--- src/rtl/cache_control_l2_assoc_if.sv ---
// Bus between the L2 set-associative cache controller and its CPU port,
// tag/data arrays and physical memory.
interface cache_control_l2_assoc_if #(
  parameter int WAYS  = 4,
  parameter int BEATS = 4,
  parameter int CNT_W = 16
);
  localparam int WAY_W  = (WAYS  > 1) ? $clog2(WAYS)  : 1;
  localparam int BEAT_W = (BEATS > 1) ? $clog2(BEATS) : 1;

  logic              mem_read;
  logic              mem_write;
  logic              hit;
  logic [WAY_W-1:0]  hit_way;
  logic [WAYS-1:0]   valid_vec;
  logic [WAYS-1:0]   dirty_vec;
  logic [WAY_W-1:0]  lru_way;
  logic              pmem_resp;

  logic              real_mem_resp;
  logic [WAY_W-1:0]  sel_way;
  logic              pmem_read;
  logic              pmem_write;
  logic              pmem_mux_sel;
  logic [BEAT_W-1:0] beat_idx;
  logic              line_load;
  logic              tag_load;
  logic              dirty_set;
  logic              lru_update;
  logic [CNT_W-1:0]  miss_count;

  // The controller sits on the slave side; CPU, arrays and memory form the master.
  modport slave (
    input  mem_read, mem_write, hit, hit_way, valid_vec, dirty_vec, lru_way, pmem_resp,
    output real_mem_resp, sel_way, pmem_read, pmem_write, pmem_mux_sel, beat_idx,
           line_load, tag_load, dirty_set, lru_update, miss_count
  );

  modport master (
    output mem_read, mem_write, hit, hit_way, valid_vec, dirty_vec, lru_way, pmem_resp,
    input  real_mem_resp, sel_way, pmem_read, pmem_write, pmem_mux_sel, beat_idx,
           line_load, tag_load, dirty_set, lru_update, miss_count
  );
endinterface

--- src/rtl/cache_control_l2_assoc.sv ---
// Control FSM for an N-way L2 cache: hit service, victim selection,
// dirty write-back burst, line fill burst and a saturating miss counter.
module cache_control_l2_assoc #(
  parameter int WAYS  = 4,
  parameter int BEATS = 4,
  parameter int CNT_W = 16
) (
  input logic                  clk,
  input logic                  reset,
  cache_control_l2_assoc_if.slave bus
);
  localparam int WAY_W  = (WAYS  > 1) ? $clog2(WAYS)  : 1;
  localparam int BEAT_W = (BEATS > 1) ? $clog2(BEATS) : 1;
  localparam logic [BEAT_W-1:0] LAST_BEAT = BEAT_W'(BEATS - 1);
  localparam logic [CNT_W-1:0]  CNT_MAX   = '1;

  typedef enum logic [1:0] {CHECK, WRITE_BACK, ALLOCATE, UPDATE} state_t;

  state_t            state, state_next;
  logic [BEAT_W-1:0] beat_cnt, beat_next;
  logic [WAY_W-1:0]  victim, victim_next, victim_pick;
  logic [CNT_W-1:0]  miss_cnt, miss_next;

  logic              req;
  logic              victim_wb;
  logic              last_beat;

  logic              resp_c;
  logic [WAY_W-1:0]  sel_c;
  logic              pread_c;
  logic              pwrite_c;
  logic              mux_c;
  logic              line_load_c;
  logic              tag_load_c;
  logic              dirty_set_c;
  logic              lru_update_c;

  assign req       = bus.mem_read | bus.mem_write;
  assign last_beat = bus.pmem_resp && (beat_cnt == LAST_BEAT);

  // Lowest-index invalid way wins; only a full set falls back to LRU.
  always_comb begin
    victim_pick = bus.lru_way;
    for (int i = WAYS - 1; i >= 0; i--) begin
      if (!bus.valid_vec[i]) victim_pick = WAY_W'(i);
    end
  end

  assign victim_wb = bus.valid_vec[victim_pick] & bus.dirty_vec[victim_pick];

  always_ff @(posedge clk or negedge reset) begin
    if (!reset) begin
      state    <= CHECK;
      beat_cnt <= '0;
      victim   <= '0;
      miss_cnt <= '0;
    end else begin
      state    <= state_next;
      beat_cnt <= beat_next;
      victim   <= victim_next;
      miss_cnt <= miss_next;
    end
  end

  always_comb begin
    state_next   = state;
    beat_next    = beat_cnt;
    victim_next  = victim;
    miss_next    = miss_cnt;
    resp_c       = 1'b0;
    sel_c        = '0;
    pread_c      = 1'b0;
    pwrite_c     = 1'b0;
    mux_c        = 1'b0;
    line_load_c  = 1'b0;
    tag_load_c   = 1'b0;
    dirty_set_c  = 1'b0;
    lru_update_c = 1'b0;

    case (state)
      CHECK: begin
        if (req) begin
          if (bus.hit) begin
            resp_c       = 1'b1;
            sel_c        = bus.hit_way;
            lru_update_c = 1'b1;
            dirty_set_c  = bus.mem_write;
          end else begin
            victim_next = victim_pick;
            beat_next   = '0;
            if (miss_cnt != CNT_MAX) miss_next = miss_cnt + 1'b1;
            state_next  = victim_wb ? WRITE_BACK : ALLOCATE;
          end
        end
      end

      // A started burst always runs to its last beat, whatever req does.
      WRITE_BACK: begin
        pwrite_c = 1'b1;
        mux_c    = 1'b1;
        sel_c    = victim;
        if (bus.pmem_resp) begin
          if (last_beat) begin
            beat_next  = '0;
            state_next = req ? ALLOCATE : CHECK;
          end else begin
            beat_next = beat_cnt + 1'b1;
          end
        end
      end

      ALLOCATE: begin
        pread_c     = 1'b1;
        sel_c       = victim;
        line_load_c = bus.pmem_resp;
        if (bus.pmem_resp) begin
          if (last_beat) begin
            beat_next  = '0;
            state_next = UPDATE;
          end else begin
            beat_next = beat_cnt + 1'b1;
          end
        end
      end

      UPDATE: begin
        tag_load_c = 1'b1;
        sel_c      = victim;
        state_next = CHECK;
      end

      default: state_next = CHECK;
    endcase
  end

  // Combinational hit outputs must also read 0 while reset is held low.
  assign bus.real_mem_resp = reset & resp_c;
  assign bus.sel_way       = reset ? sel_c : '0;
  assign bus.pmem_read     = reset & pread_c;
  assign bus.pmem_write    = reset & pwrite_c;
  assign bus.pmem_mux_sel  = reset & mux_c;
  assign bus.line_load     = reset & line_load_c;
  assign bus.tag_load      = reset & tag_load_c;
  assign bus.dirty_set     = reset & dirty_set_c;
  assign bus.lru_update    = reset & lru_update_c;
  assign bus.beat_idx      = beat_cnt;
  assign bus.miss_count    = miss_cnt;

endmodule

--- src/flat_wrapper.sv ---
// flat-port wrapper written by rule: the top's interface ports become plain ports
module cache_control_l2_assoc_flat 
#(
  parameter int WAYS  = 4,
  parameter int BEATS = 4,
  parameter int CNT_W = 16
)
  (clk, reset, bus_mem_read, bus_mem_write, bus_hit, bus_hit_way, bus_valid_vec, bus_dirty_vec, bus_lru_way, bus_pmem_resp, bus_real_mem_resp, bus_sel_way, bus_pmem_read, bus_pmem_write, bus_pmem_mux_sel, bus_beat_idx, bus_line_load, bus_tag_load, bus_dirty_set, bus_lru_update, bus_miss_count);
  cache_control_l2_assoc_if #(.WAYS(WAYS), .BEATS(BEATS), .CNT_W(CNT_W)) bus_i ();
  input logic clk;
  input logic reset;
  input wire logic [$bits(bus_i.mem_read)-1:0] bus_mem_read;
  input wire logic [$bits(bus_i.mem_write)-1:0] bus_mem_write;
  input wire logic [$bits(bus_i.hit)-1:0] bus_hit;
  input wire logic [$bits(bus_i.hit_way)-1:0] bus_hit_way;
  input wire logic [$bits(bus_i.valid_vec)-1:0] bus_valid_vec;
  input wire logic [$bits(bus_i.dirty_vec)-1:0] bus_dirty_vec;
  input wire logic [$bits(bus_i.lru_way)-1:0] bus_lru_way;
  input wire logic [$bits(bus_i.pmem_resp)-1:0] bus_pmem_resp;
  output wire logic [$bits(bus_i.real_mem_resp)-1:0] bus_real_mem_resp;
  output wire logic [$bits(bus_i.sel_way)-1:0] bus_sel_way;
  output wire logic [$bits(bus_i.pmem_read)-1:0] bus_pmem_read;
  output wire logic [$bits(bus_i.pmem_write)-1:0] bus_pmem_write;
  output wire logic [$bits(bus_i.pmem_mux_sel)-1:0] bus_pmem_mux_sel;
  output wire logic [$bits(bus_i.beat_idx)-1:0] bus_beat_idx;
  output wire logic [$bits(bus_i.line_load)-1:0] bus_line_load;
  output wire logic [$bits(bus_i.tag_load)-1:0] bus_tag_load;
  output wire logic [$bits(bus_i.dirty_set)-1:0] bus_dirty_set;
  output wire logic [$bits(bus_i.lru_update)-1:0] bus_lru_update;
  output wire logic [$bits(bus_i.miss_count)-1:0] bus_miss_count;
  assign bus_i.mem_read = bus_mem_read;
  assign bus_i.mem_write = bus_mem_write;
  assign bus_i.hit = bus_hit;
  assign bus_i.hit_way = bus_hit_way;
  assign bus_i.valid_vec = bus_valid_vec;
  assign bus_i.dirty_vec = bus_dirty_vec;
  assign bus_i.lru_way = bus_lru_way;
  assign bus_i.pmem_resp = bus_pmem_resp;
  assign bus_real_mem_resp = bus_i.real_mem_resp;
  assign bus_sel_way = bus_i.sel_way;
  assign bus_pmem_read = bus_i.pmem_read;
  assign bus_pmem_write = bus_i.pmem_write;
  assign bus_pmem_mux_sel = bus_i.pmem_mux_sel;
  assign bus_beat_idx = bus_i.beat_idx;
  assign bus_line_load = bus_i.line_load;
  assign bus_tag_load = bus_i.tag_load;
  assign bus_dirty_set = bus_i.dirty_set;
  assign bus_lru_update = bus_i.lru_update;
  assign bus_miss_count = bus_i.miss_count;
  cache_control_l2_assoc #(.WAYS(WAYS), .BEATS(BEATS), .CNT_W(CNT_W)) u_core (.clk(clk), .reset(reset), .bus(bus_i));
endmodule
--- config.mk ---
export PLATFORM = sky130hd
export DESIGN_NAME = cache_control_l2_assoc_flat
export DESIGN_NICKNAME = d
export VERILOG_FILES = /design/src/rtl/cache_control_l2_assoc_if.sv /design/src/rtl/cache_control_l2_assoc.sv /design/src/flat_wrapper.sv
export SDC_FILE = /design/constraint.sdc
export NUM_CORES = 1
export LEC_CHECK = 0
export CAP_MARGIN = 10
export CORE_UTILIZATION = 41
export CTS_CLUSTER_DIAMETER = 30
export DETAILED_ROUTE_END_ITERATION = 6
export PLACE_DENSITY = 0.76
export SYNTH_ARGS = -nofsm -noshare
export SYNTH_HDL_FRONTEND = slang
export SYNTH_SLANG_ARGS = --single-unit
export TNS_END_PERCENT = 20
--- constraint.sdc ---
create_clock -name clk -period 2 [get_ports clk]
set_clock_uncertainty 0.05 [all_clocks]
set_input_delay 0.3 -clock clk [delete_from_list [all_inputs] [get_ports clk]]
set_output_delay 0.3 -clock clk [all_outputs]
set_load 0.005 [all_outputs]
==> out/metrics.yaml, run 1 <==
die:
  rows: 20
  ios: 46
  die_area_um2: 3630
  core_area_um2: 3130
  fp.dieW_um: 60.2
  floorplan.initialDensity_pct: 44.4
  die_y_um: 60.2
finish:
  syn_to_final_growth_pct: 52.6
  final_util_pct: 67.8
  fillers: 260
  final_area_um2: 2120
  drive_gt1_share_pct: 22.7
  nNetsFinal: 233
  num_antenna_cells: 0
cts:
  clk_pin_slew_worst_paths_ps: 130
  numCtsBuffers: 3
  cts_max_level: 1
  ctsHoldBuffers: 0
  cts_max_path_buffers: 2
  clockRootBuffer: "clkbuf_4"
  clkLatencyLatePin_ps: 320
  cts.sink_count: 22
  cts_tree: "done"
global_route:
  grt_overflow_total: 0
  grt_start_max_net_pins: 17
  grt_pass1_vias: 1343
  grt_antenna_before_repair: 0
  track_usage_pct: 21.5
  grt_pass1_wl_um: 5870
pwr:
  irDropWorstVdd_v: 0.000470
  leakage_nw: 0.958
  powerDensity_nw_per_um2: 1020
  power_mw: 2.17
  p_clk_share_pct: 16.2
  p_int_mw: 1.42
  swShare_pct: 34.7
  pwr-share-seq_pct: 30.8
  power.share.combinational_pct: 53.1
  power.switching_mw: 0.753
synthesis:
  async_flop_share_pct: 100
  synth_xor_area_share_pct: 7.56
  synth_seq_cells: 22
  synth_compound_area_share_pct: 10.9
  synth_warnings: 0
  yosys.area_share.simple_pct: 27.1
  yosysSeqAreaShare_pct: 39.6
  synth_edf_count: 0
  synth_area_um2: 1390
  ys_types: 45
  synth_top_family_by_area: "simple AND/OR/NAND/NOR gates"
  synthFlopType: "dfrtp_1"
  synth_fa_ha_area_share_pct: 6.30
  avgSynthCellArea_um2: 9.93
  synthMuxAreaShare_pct: 5.04
  synthCells: 140
  synth_nets: 165
job:
  cap_violations: 0
setup_path:
  critPathBufInv: 1
  reg2reg_depth: 6
  crit_path_max_fanout: 4
  worstPathRequired_ps: 2150
  cp_slowest_cell: "dfrtp_1"
  worstPathArrival_ps: 2110
  crit_cells: 6
  cp-start-kind: "flop"
  critPathMaxStageDelay_ps: 420
  crit_type: "flop to flop"
  critPathTopFamily: "simple AND/OR/NAND/NOR gates"
  crit_path_end_kind: "flop"
  crit_chain: "inv_2, ha_4, o21ai_4, or3_4, nor4_2, mux2_1"
timing:
  maxSlewHeadroom_pct: 76.9
  grt_setup_unrepaired: "false"
  fin_crit_sh_pct: 97.6
  worst_pin_slew_ps: 347
  setup_viol: 0
  min_period_ps: 1950
  hold_violations: 0
  slew_viol_final: 0
  max_freq_mhz: 512
outcome:
  status: "finished, final reports clean"
drt:
  postRouteWirelength_um: 3730
  viasPerCell: 5.26
  antenna_left: 0
  drc: 0
  wl_per_cell_um: 14.8
  drtPass1Iterations: 4
  drt_iter0_drc: 75
  detailroute.via_count: 1321
placement:
  globalplace.congestion: 0.870
  dp_hpwl_um: 2800
  post_dp_cell_area_um2: 2020
  portBuffers: 45
min_path:
  hp-class: "input pin to asynchronous set/reset pin"
-- sequential cells by signal (all words and copies together) (netlist names) --
signal,flops
u_core.state,2
u_core.bus.beat_idx,2
u_core.bus.miss_count,16
u_core.victim,2
-- stage by stage --
step	setup WS (ps)	hold slack (ps)	cells	TNS [ps]
global route	14.1	74.1	251	0
global placement	-94.3	442	246	-403
finish	47.1	76.2	251	0
CTS	-90.1	62.8	251	-90.1
floorplan	7.50	-45.6	140	0
detailed placement	-160	449	246	-731
-- cell usage after synthesis (3+ instances only) --
library cell	count	share of area [%]
nor2b_1	3	1.4
nor2_1	10	2.7
nand4_1	6	2.7
nand2b_1	3	1.4
and3_1	5	2.3
xnor2_1	10	6.3
and2_1	3	1.4
dfrtp_1	22	40
nor3_1	4	1.4
nand2_1	10	2.7
o21ai_0	4	1.4
ha_1	7	6.3
a31oi_1	4	1.8
nand3_1	8	2.9
inv_1	6	1.6
-- cell families after synthesis --
family | after synthesis
buffers and inverters | 9
AND/OR/NAND/NOR | 64
multiplexers | 5
flip-flops | 22
adder cells (fa/ha/maj) | 7
AO/OA/AOI/OAI | 21
XOR/XNOR | 12
-- what timing repair did --
item | CTS | global route
pin swaps | 3 | 1
resized for setup | 20 | 4
setup buffers | 1 | 0
endpoints found under the setup margin | 10 | 4
-- cell usage in the layout (no fill, tap or decap), types with 5 or more instances in the layout --
master           Yosys  routed
clkdlybuf4s50_1      0      34
xnor2_1             10      10
nand3_1              8       8
dfrtp_1             22      22
nand4_1              6       6
dlygate4sd2_1        0       7
buf_4                2      21
nor2_1              10       9
and3_1               5       5
nand2_1             10      10
-- path summary, 6_finish.rpt --
path                            slack, ps                   endpoint                 startpoint
worst max-delay path                   50  u_core.bus.miss_count[15]            u_core.state[0]
worst min-delay path                   80  u_core.bus.miss_count[13]                      reset
worst max register to register         50  u_core.bus.miss_count[15]            u_core.state[0]
worst min register to register        470  u_core.bus.miss_count[10]  u_core.bus.miss_count[10]
max in group asynchronous            1540   u_core.bus.miss_count[0]                      reset
min in group clk                      470  u_core.bus.miss_count[10]  u_core.bus.miss_count[10]
-- final cells by class --
class                   count  area (µm²)  area share (%)
multi-input cells         109         836            39.4
repair buffers             66         604            28.5
flip-flops and latches     22         551            26.0
well taps                  44        55.1            2.60
clock inverters             1        30.0            1.42
clock buffers               3        22.5            1.06
inverters                   6        22.5            1.06
-- power by group through the flow --
| stage | Combinational, mW | Clock [mW] | Sequential [mW] |
|---|---|---|---|
| floorplan | 0.549 | 0 | 0.663 |
| global placement | 1.02 | 0 | 0.668 |
| detailed placement | 1.06 | 0 | 0.673 |
| CTS | 1.15 | 0.359 | 0.665 |
| global route | 1.26 | 0.380 | 0.683 |
| finish | 1.15 | 0.351 | 0.668 |
-- per-layer routing --
metal	GRT usage [%]	vias to the layer above	wire [µm]
met5	0	-	0
met4	5.65	0	27
met3	2.38	4	104
met2	38.9	31	1920
met1	26.6	645	1670
li1	-	641	-
No activity file was read; power rests on OpenSTA's default activity.
==> run 2: changes to the inputs <==
--- a/config.mk
+++ b/config.mk
@@ -6,10 +6,12 @@
 export NUM_CORES = 1
 export LEC_CHECK = 0
 export CAP_MARGIN = 10
+export CORE_MARGIN = 2
 export CORE_UTILIZATION = 41
 export CTS_CLUSTER_DIAMETER = 30
 export DETAILED_ROUTE_END_ITERATION = 6
 export PLACE_DENSITY = 0.76
+export RECOVER_POWER = 100
 export SYNTH_ARGS = -nofsm -noshare
 export SYNTH_HDL_FRONTEND = slang
 export SYNTH_SLANG_ARGS = --single-unit
==> run 2 against run 1 <==
Design area rose by 0.41%; wire length fell by 1.1%; die area rose by 6.8%; critical endpoint is now bus_tag_load.
==> out/metrics.yaml, run 2 (synthesis gave the netlist of run 1 again) <==
outcome:
  status: "finished, final reports clean"
drt:
  wl_per_cell_um: 14.5  # -2.3%
  postRouteWirelength_um: 3680  # -1.1%
  drt_iter0_drc: 52  # -31%
  detailroute.via_count: 1329  # +0.61%
  drtPass1Iterations: 4  # unchanged
  drc: 0  # unchanged
  antenna_left: 0  # unchanged
  viasPerCell: 5.23  # -0.58%
pwr:
  powerDensity_nw_per_um2: 1030  # +0.34%
  pwr-share-seq_pct: 30.8  # about the same
  irDropWorstVdd_v: 0.000455  # -3.3%
  leakage_nw: 0.936  # -2.3%
  power.share.combinational_pct: 52.7  # -0.4 points
  power.switching_mw: 0.777  # +3.1%
  swShare_pct: 35.5  # +0.82 points
  p_int_mw: 1.41  # -0.52%
  p_clk_share_pct: 16.5  # +0.3 points
finish:
  register_area_um2: 551  # unchanged
  final_cell_mix: "clkdlybuf4s50_1, dfrtp_1, buf_4, nand2_1, xnor2_1"
  nNetsFinal: 234  # +0.43%
  num_antenna_cells: 0  # unchanged
  largest_register_ffs: 16  # unchanged
  final_util_pct: 64.8  # -3.0 points
  multi_input_area_um2: 855  # +2.2%
  fillers: 276  # +6.2%
  drive_gt1_share_pct: 22.6  # -0.11 points
  syn_to_final_growth_pct: 53.2
  final_common_cell: "clkdlybuf4s50_1"
placement:
  portBuffers: 45  # unchanged
  dp_hpwl_um: 2760  # -1.7%
  globalplace.congestion: 0.768  # -12%
  dpl_worst_slack_ps: -74.0  # +86.2 ps
job:
  cap_violations: 0  # unchanged
setup_path:
  crit_path_end_kind: "primary output"
  cp_slowest_cell: "dfrtp_1"
  crit_path_max_fanout: 3  # -1
  crit_chain: "buf_4, buf_4, ha_1, and2_1, dlygate4sd2_1"
  cp_common_cell: "buf_4"
  critPathMaxStageDelay_ps: 420  # about the same
  rrSetupSlack_ps: 60  # about the same
  crit_type: "flop to primary output"
  critPathBufInv: 3  # +2
  critPathTopFamily: "buffers and inverters"
  cp-start-kind: "flop"
  worstPathArrival_ps: 1630  # -480 ps
  worstPathRequired_ps: 1650  # -500 ps
timing:
  maxSlewHeadroom_pct: 61.2  # -16 points
  fin_crit_sh_pct: 98.8  # +1.2 points
  finalWorstSetupSlack_ps: 23.8  # -23.3 ps
  totalNegativeSetupSlack_ps: 0  # unchanged
  min_period_ps: 1980  # +23.3 ps
  worst_pin_slew_ps: 582  # +235 ps
  setup_viol: 0  # unchanged
  max_freq_mhz: 506  # -1.2%
  slew_viol_final: 0  # unchanged
  hold_violations: 0  # unchanged
cts:
  clk_pin_slew_worst_paths_ps: 140  # about the same
  cts.sink_count: 22  # unchanged
  cts_max_path_buffers: 2  # unchanged
  clockRootBuffer: "clkbuf_4"
  cts_tree: "done"
  ctsHoldBuffers: 0  # unchanged
  numCtsBuffers: 3  # unchanged
  cts_max_level: 1  # unchanged
  clkLatencyLatePin_ps: 330  # about the same
die:
  core_area_um2: 3280  # +5.0%
  die_area_um2: 3870  # +6.8%
  ios: 46  # unchanged
  floorplan.initialDensity_pct: 42.3  # -2.1 points
  fp.dieW_um: 62.2  # +3.3%
  rows: 21  # +5.0%
  die_y_um: 62.2  # +3.3%
global_route:
  grt_antenna_before_repair: 0  # unchanged
  grt_pass1_vias: 1352  # +0.67%
  track_usage_pct: 19.2  # -2.3 points
  grt_start_max_net_pins: 14  # -3
  grt_overflow_total: 0  # unchanged
  grt_pass1_wl_um: 5980  # +2.0%
min_path:
  hp-class: "input pin to asynchronous set/reset pin"
## run 2: changes by cell type in the layout (fill, tap and decap cells not counted), sizes merged
| cell | previous run | this run |
|---|---|---|
| dlymetal6s2s | 2 | 0 |
| dlygate4sd2 | 7 | 9 |
| dlygate4sd3 | 0 | 2 |
| clkbuf | 3 | 5 |
| clkdlybuf4s50 | 34 | 33 |
| clkdlybuf4s15 | 2 | 0 |
## run 2: final timing paths
kind                                                start  cells after the start                        end
worst max-delay path                      u_core.state[0]                      5               bus_tag_load
max in group asynchronous                           reset                      3  u_core.bus.miss_count[12]
min in group clk                u_core.bus.miss_count[10]                      1  u_core.bus.miss_count[10]
worst min register to register  u_core.bus.miss_count[10]                      1  u_core.bus.miss_count[10]
worst min-delay path                                reset                      2           u_core.victim[1]
worst max register to register            u_core.state[0]                      6  u_core.bus.miss_count[15]
## run 2: repair_timing
item | CTS | global route
pin swaps | 4 | 2
buffers inserted | 3 | 1
gates resized for setup | 20 | 6
endpoints found under the setup margin | 11 | 5
## run 2: power by group through the flow
stage | sequential (mW) | clock, mW | combinational, mW
2_1_floorplan | 0.663 | 0 | 0.549
3_3_place_gp | 0.668 | 0 | 0.972
3_5_place_dp | 0.680 | 0 | 1.01
4_1_cts | 0.672 | 0.367 | 1.10
5_1_grt | 0.690 | 0.385 | 1.26
6_report | 0.673 | 0.360 | 1.15
## run 2: cell type report
class	count	area share [%]
tap	46	2.70
clock inverter	1	1.41
timing repair buffer	67	27.8
inverter	6	1.06
clock buffer	3	1.06
sequential	22	25.9
multi-input combinational	109	40.1
## run 2: layer usage
metal | share of wire [%] | vias to the layer above | track usage (%)
met5 | 0 | - | 0
met4 | 1.7 | 0 | 8.89
met3 | 3.4 | 5 | 1.63
met2 | 52 | 39 | 36.0
met1 | 42 | 637 | 22.1
li1 | - | 648 | -
## run 2: per-stage QoR
stage	hold slack, ps	std cells	total power [mW]	area (µm²)
after floorplan	-45.6	140	1.21	1390
after global placement	445	246	1.64	2010
after detailed placement	456	246	1.69	2010
after CTS	213	253	2.13	2100
after global routing	314	254	2.33	2130
final	290	254	2.19	2130
==> run 3: changes to the inputs <==
--- a/config.mk
+++ b/config.mk
@@ -6,11 +6,13 @@
 export NUM_CORES = 1
 export LEC_CHECK = 0
 export CAP_MARGIN = 10
+export CELL_PAD_IN_SITES_DETAIL_PLACEMENT = 0
+export CELL_PAD_IN_SITES_GLOBAL_PLACEMENT = 1
 export CORE_MARGIN = 2
-export CORE_UTILIZATION = 41
+export CORE_UTILIZATION = 31
 export CTS_CLUSTER_DIAMETER = 30
 export DETAILED_ROUTE_END_ITERATION = 6
-export PLACE_DENSITY = 0.76
+export PLACE_DENSITY_LB_ADDON = 0.1
 export RECOVER_POWER = 100
 export SYNTH_ARGS = -nofsm -noshare
 export SYNTH_HDL_FRONTEND = slang
==> run 3 against run 2 <==
Non-clock buffer count decreased by 3; clock power shrank 9.7%; via count fell by 3.0%; die area grew 30%; highest routed layer unchanged.
==> out/metrics.yaml, run 3 (synthesis gave the netlist of run 1 again) <==
outcome:
  status: "finished, final reports clean"
cts:
  cts_max_level: 1  # unchanged
  clockRootBuffer: "clkbuf_8"
  cts.sink_count: 22  # unchanged
  ctsHoldBuffers: 0  # unchanged
  numCtsBuffers: 3  # unchanged
  clkLatencyLatePin_ps: 260  # -70 ps
  cts_tree: "done"
  clk_pin_slew_worst_paths_ps: 80  # -60 ps
  cts_max_path_buffers: 2  # unchanged
global_route:
  track_usage_pct: 15.2  # -4.0 points
  grt_util_met2_pct: 25.2  # -11 points
  grt_use_met1_pct: 20.5  # -1.6 points
  grt_antenna_before_repair: 0  # unchanged
  grt_start_max_net_pins: 21  # +7
  grt_pass1_vias: 1319  # -2.4%
  top_usage_layer: "met2"
  use_met3_pct: 3.70  # +2.1 points
  grt_pass1_wl_um: 6200  # +3.6%
  grt_overflow_total: 0  # unchanged
drt:
  drt_iter0_drc: 70  # +35%
  postRouteWirelength_um: 3630  # -1.4%
  wl_per_cell_um: 14.1  # -2.5%
  drtPass1Iterations: 4  # unchanged
  viasPerCell: 5.02  # -4.1%
  drc: 0  # unchanged
  detailroute.via_count: 1289  # -3.0%
  antenna_left: 0  # unchanged
finish:
  final_cell_mix: "dfrtp_1, dlygate4sd3_1, clkdlybuf4s50_1, nand2_1, buf_4"
  syn_to_final_growth_pct: 49.5
  largest_register_ffs: 16  # unchanged
  num_antenna_cells: 0  # unchanged
  final_area_um2: 2080  # -2.4%
  final_util_pct: 48.1  # -17 points
  final_common_cell: "dfrtp_1"
  fillers: 427  # +55%
  nNetsFinal: 231  # -1.3%
  finalNonFillerCells: 257  # +1.2%
  drive_gt1_share_pct: 17.1  # -5.5 points
timing:
  totalNegativeSetupSlack_ps: 0  # unchanged
  min_period_ps: 1910  # -64.2 ps
  worst_pin_slew_ps: 1140  # +559 ps
  setup_viol: 0  # unchanged
  slew_viol_final: 0  # unchanged
  fin_crit_sh_pct: 95.6  # -3.2 points
  max_freq_mhz: 523  # +3.4%
  grt_setup_unrepaired: "false"
  hold_violations: 0  # unchanged
  maxSlewHeadroom_pct: 23.9  # -37 points
die:
  fp.dieW_um: 71.0  # +14%
  core_area_um2: 4320  # +32%
  ios: 46  # unchanged
  die_y_um: 71.0  # +14%
  rows: 24  # +14%
  die_area_um2: 5040  # +30%
  floorplan.initialDensity_pct: 32.1  # -10 points
setup_path:
  worstPathArrival_ps: 1560  # -70 ps
  worstPathRequired_ps: 1650  # about the same
  cp-start-kind: "flop"
  crit_path_max_fanout: 3  # unchanged
  crit_path_end_kind: "primary output"
  crit_type: "flop to primary output"
job:
  cap_violations: 0  # unchanged
placement:
  dp_hpwl_um: 2880  # +4.4%
  globalplace.congestion: 0.815  # +6.2%
  place_inst: 253  # +2.8%
  post_dp_cell_area_um2: 2020  # +0.75%
  portBuffers: 45  # unchanged
pwr:
  powerDensity_nw_per_um2: 980  # -4.6%
  irDropWorstVdd_v: 0.000457  # +0.41%
  leakage_nw: 0.974  # +4.0%
min_path:
  hp-class: "input pin to asynchronous set/reset pin"
[run 3: cell types whose count changed in the layout (fill, tap and decap cells not counted), moves of 2 or more]
cell / change
buf_4: -9
clkbuf_1: +3
clkbuf_4: -2
clkbuf_8: +4
clkdlybuf4s50_1: -16
dlygate4sd3_1: +16
dlymetal6s2s_1: +2
[run 3: layout make-up]
type / count / area [µm²] / share of cell area, %
multi-input combinational: 109 / 815 / 39.2
timing repair buffer: 64 / 571 / 27.5
sequential: 22 / 551 / 26.5
tap: 52 / 65.1 / 3.13
clock buffer: 4 / 55.1 / 2.65
inverter: 6 / 22.5 / 1.08
[run 3: path summary, 6_finish.rpt]
check | start | end | slack [ps] | cells past startpoint
setup / recovery | u_core.state[0] | bus_tag_load | 90 | 4
hold / removal | reset | u_core.victim[1] | 120 | 2
setup reg to reg | u_core.state[1] | u_core.bus.miss_count[15] | 120 | 6
hold reg to reg | u_core.bus.miss_count[10] | u_core.bus.miss_count[10] | 450 | 1
max in group asynchronous | reset | u_core.bus.miss_count[2] | 690 | 2
min in group clk | u_core.bus.miss_count[10] | u_core.bus.miss_count[10] | 450 | 1
[run 3: critical path: stages (launching register included)]
cell             delay, ps
dfrtp_1                390
buf_4                  160
ha_1                   180
and2_1                 120
clkdlybuf4s50_1        440
[run 3: repair_timing]
item / 4_1_cts / 5_1_grt
gates resized for setup: 20 / 2
setup endpoints to repair: 10 / 2
pin swaps: 2 / 0
buffers inserted: 0 / 0
gates cloned: 0 / 0
[run 3: layer usage]
metal / vias to the layer above / share of wire [%]
met1: 624 / 47
li1: 634 / -
met4: 0 / 0.58
met3: 2 / 4.5
met2: 29 / 48
met5: - / 0
[run 3: per-stage QoR]
step                      setup WS (ps)  power, mW  hold WS [ps]
after global routing               3.94       2.20           147
after detailed placement           -247       1.73           444
after global placement             -192       1.70           434
after CTS                          13.3       2.14           137
final                              88.0       2.04           116
after floorplan                    7.50       1.21         -45.6
[run 3: report_power, final]
group / internal [mW] / switching (mW)
registers: 0.552 / 0.114
logic: 0.579 / 0.465
clock network: 0.176 / 0.149
total: 1.31 / 0.729
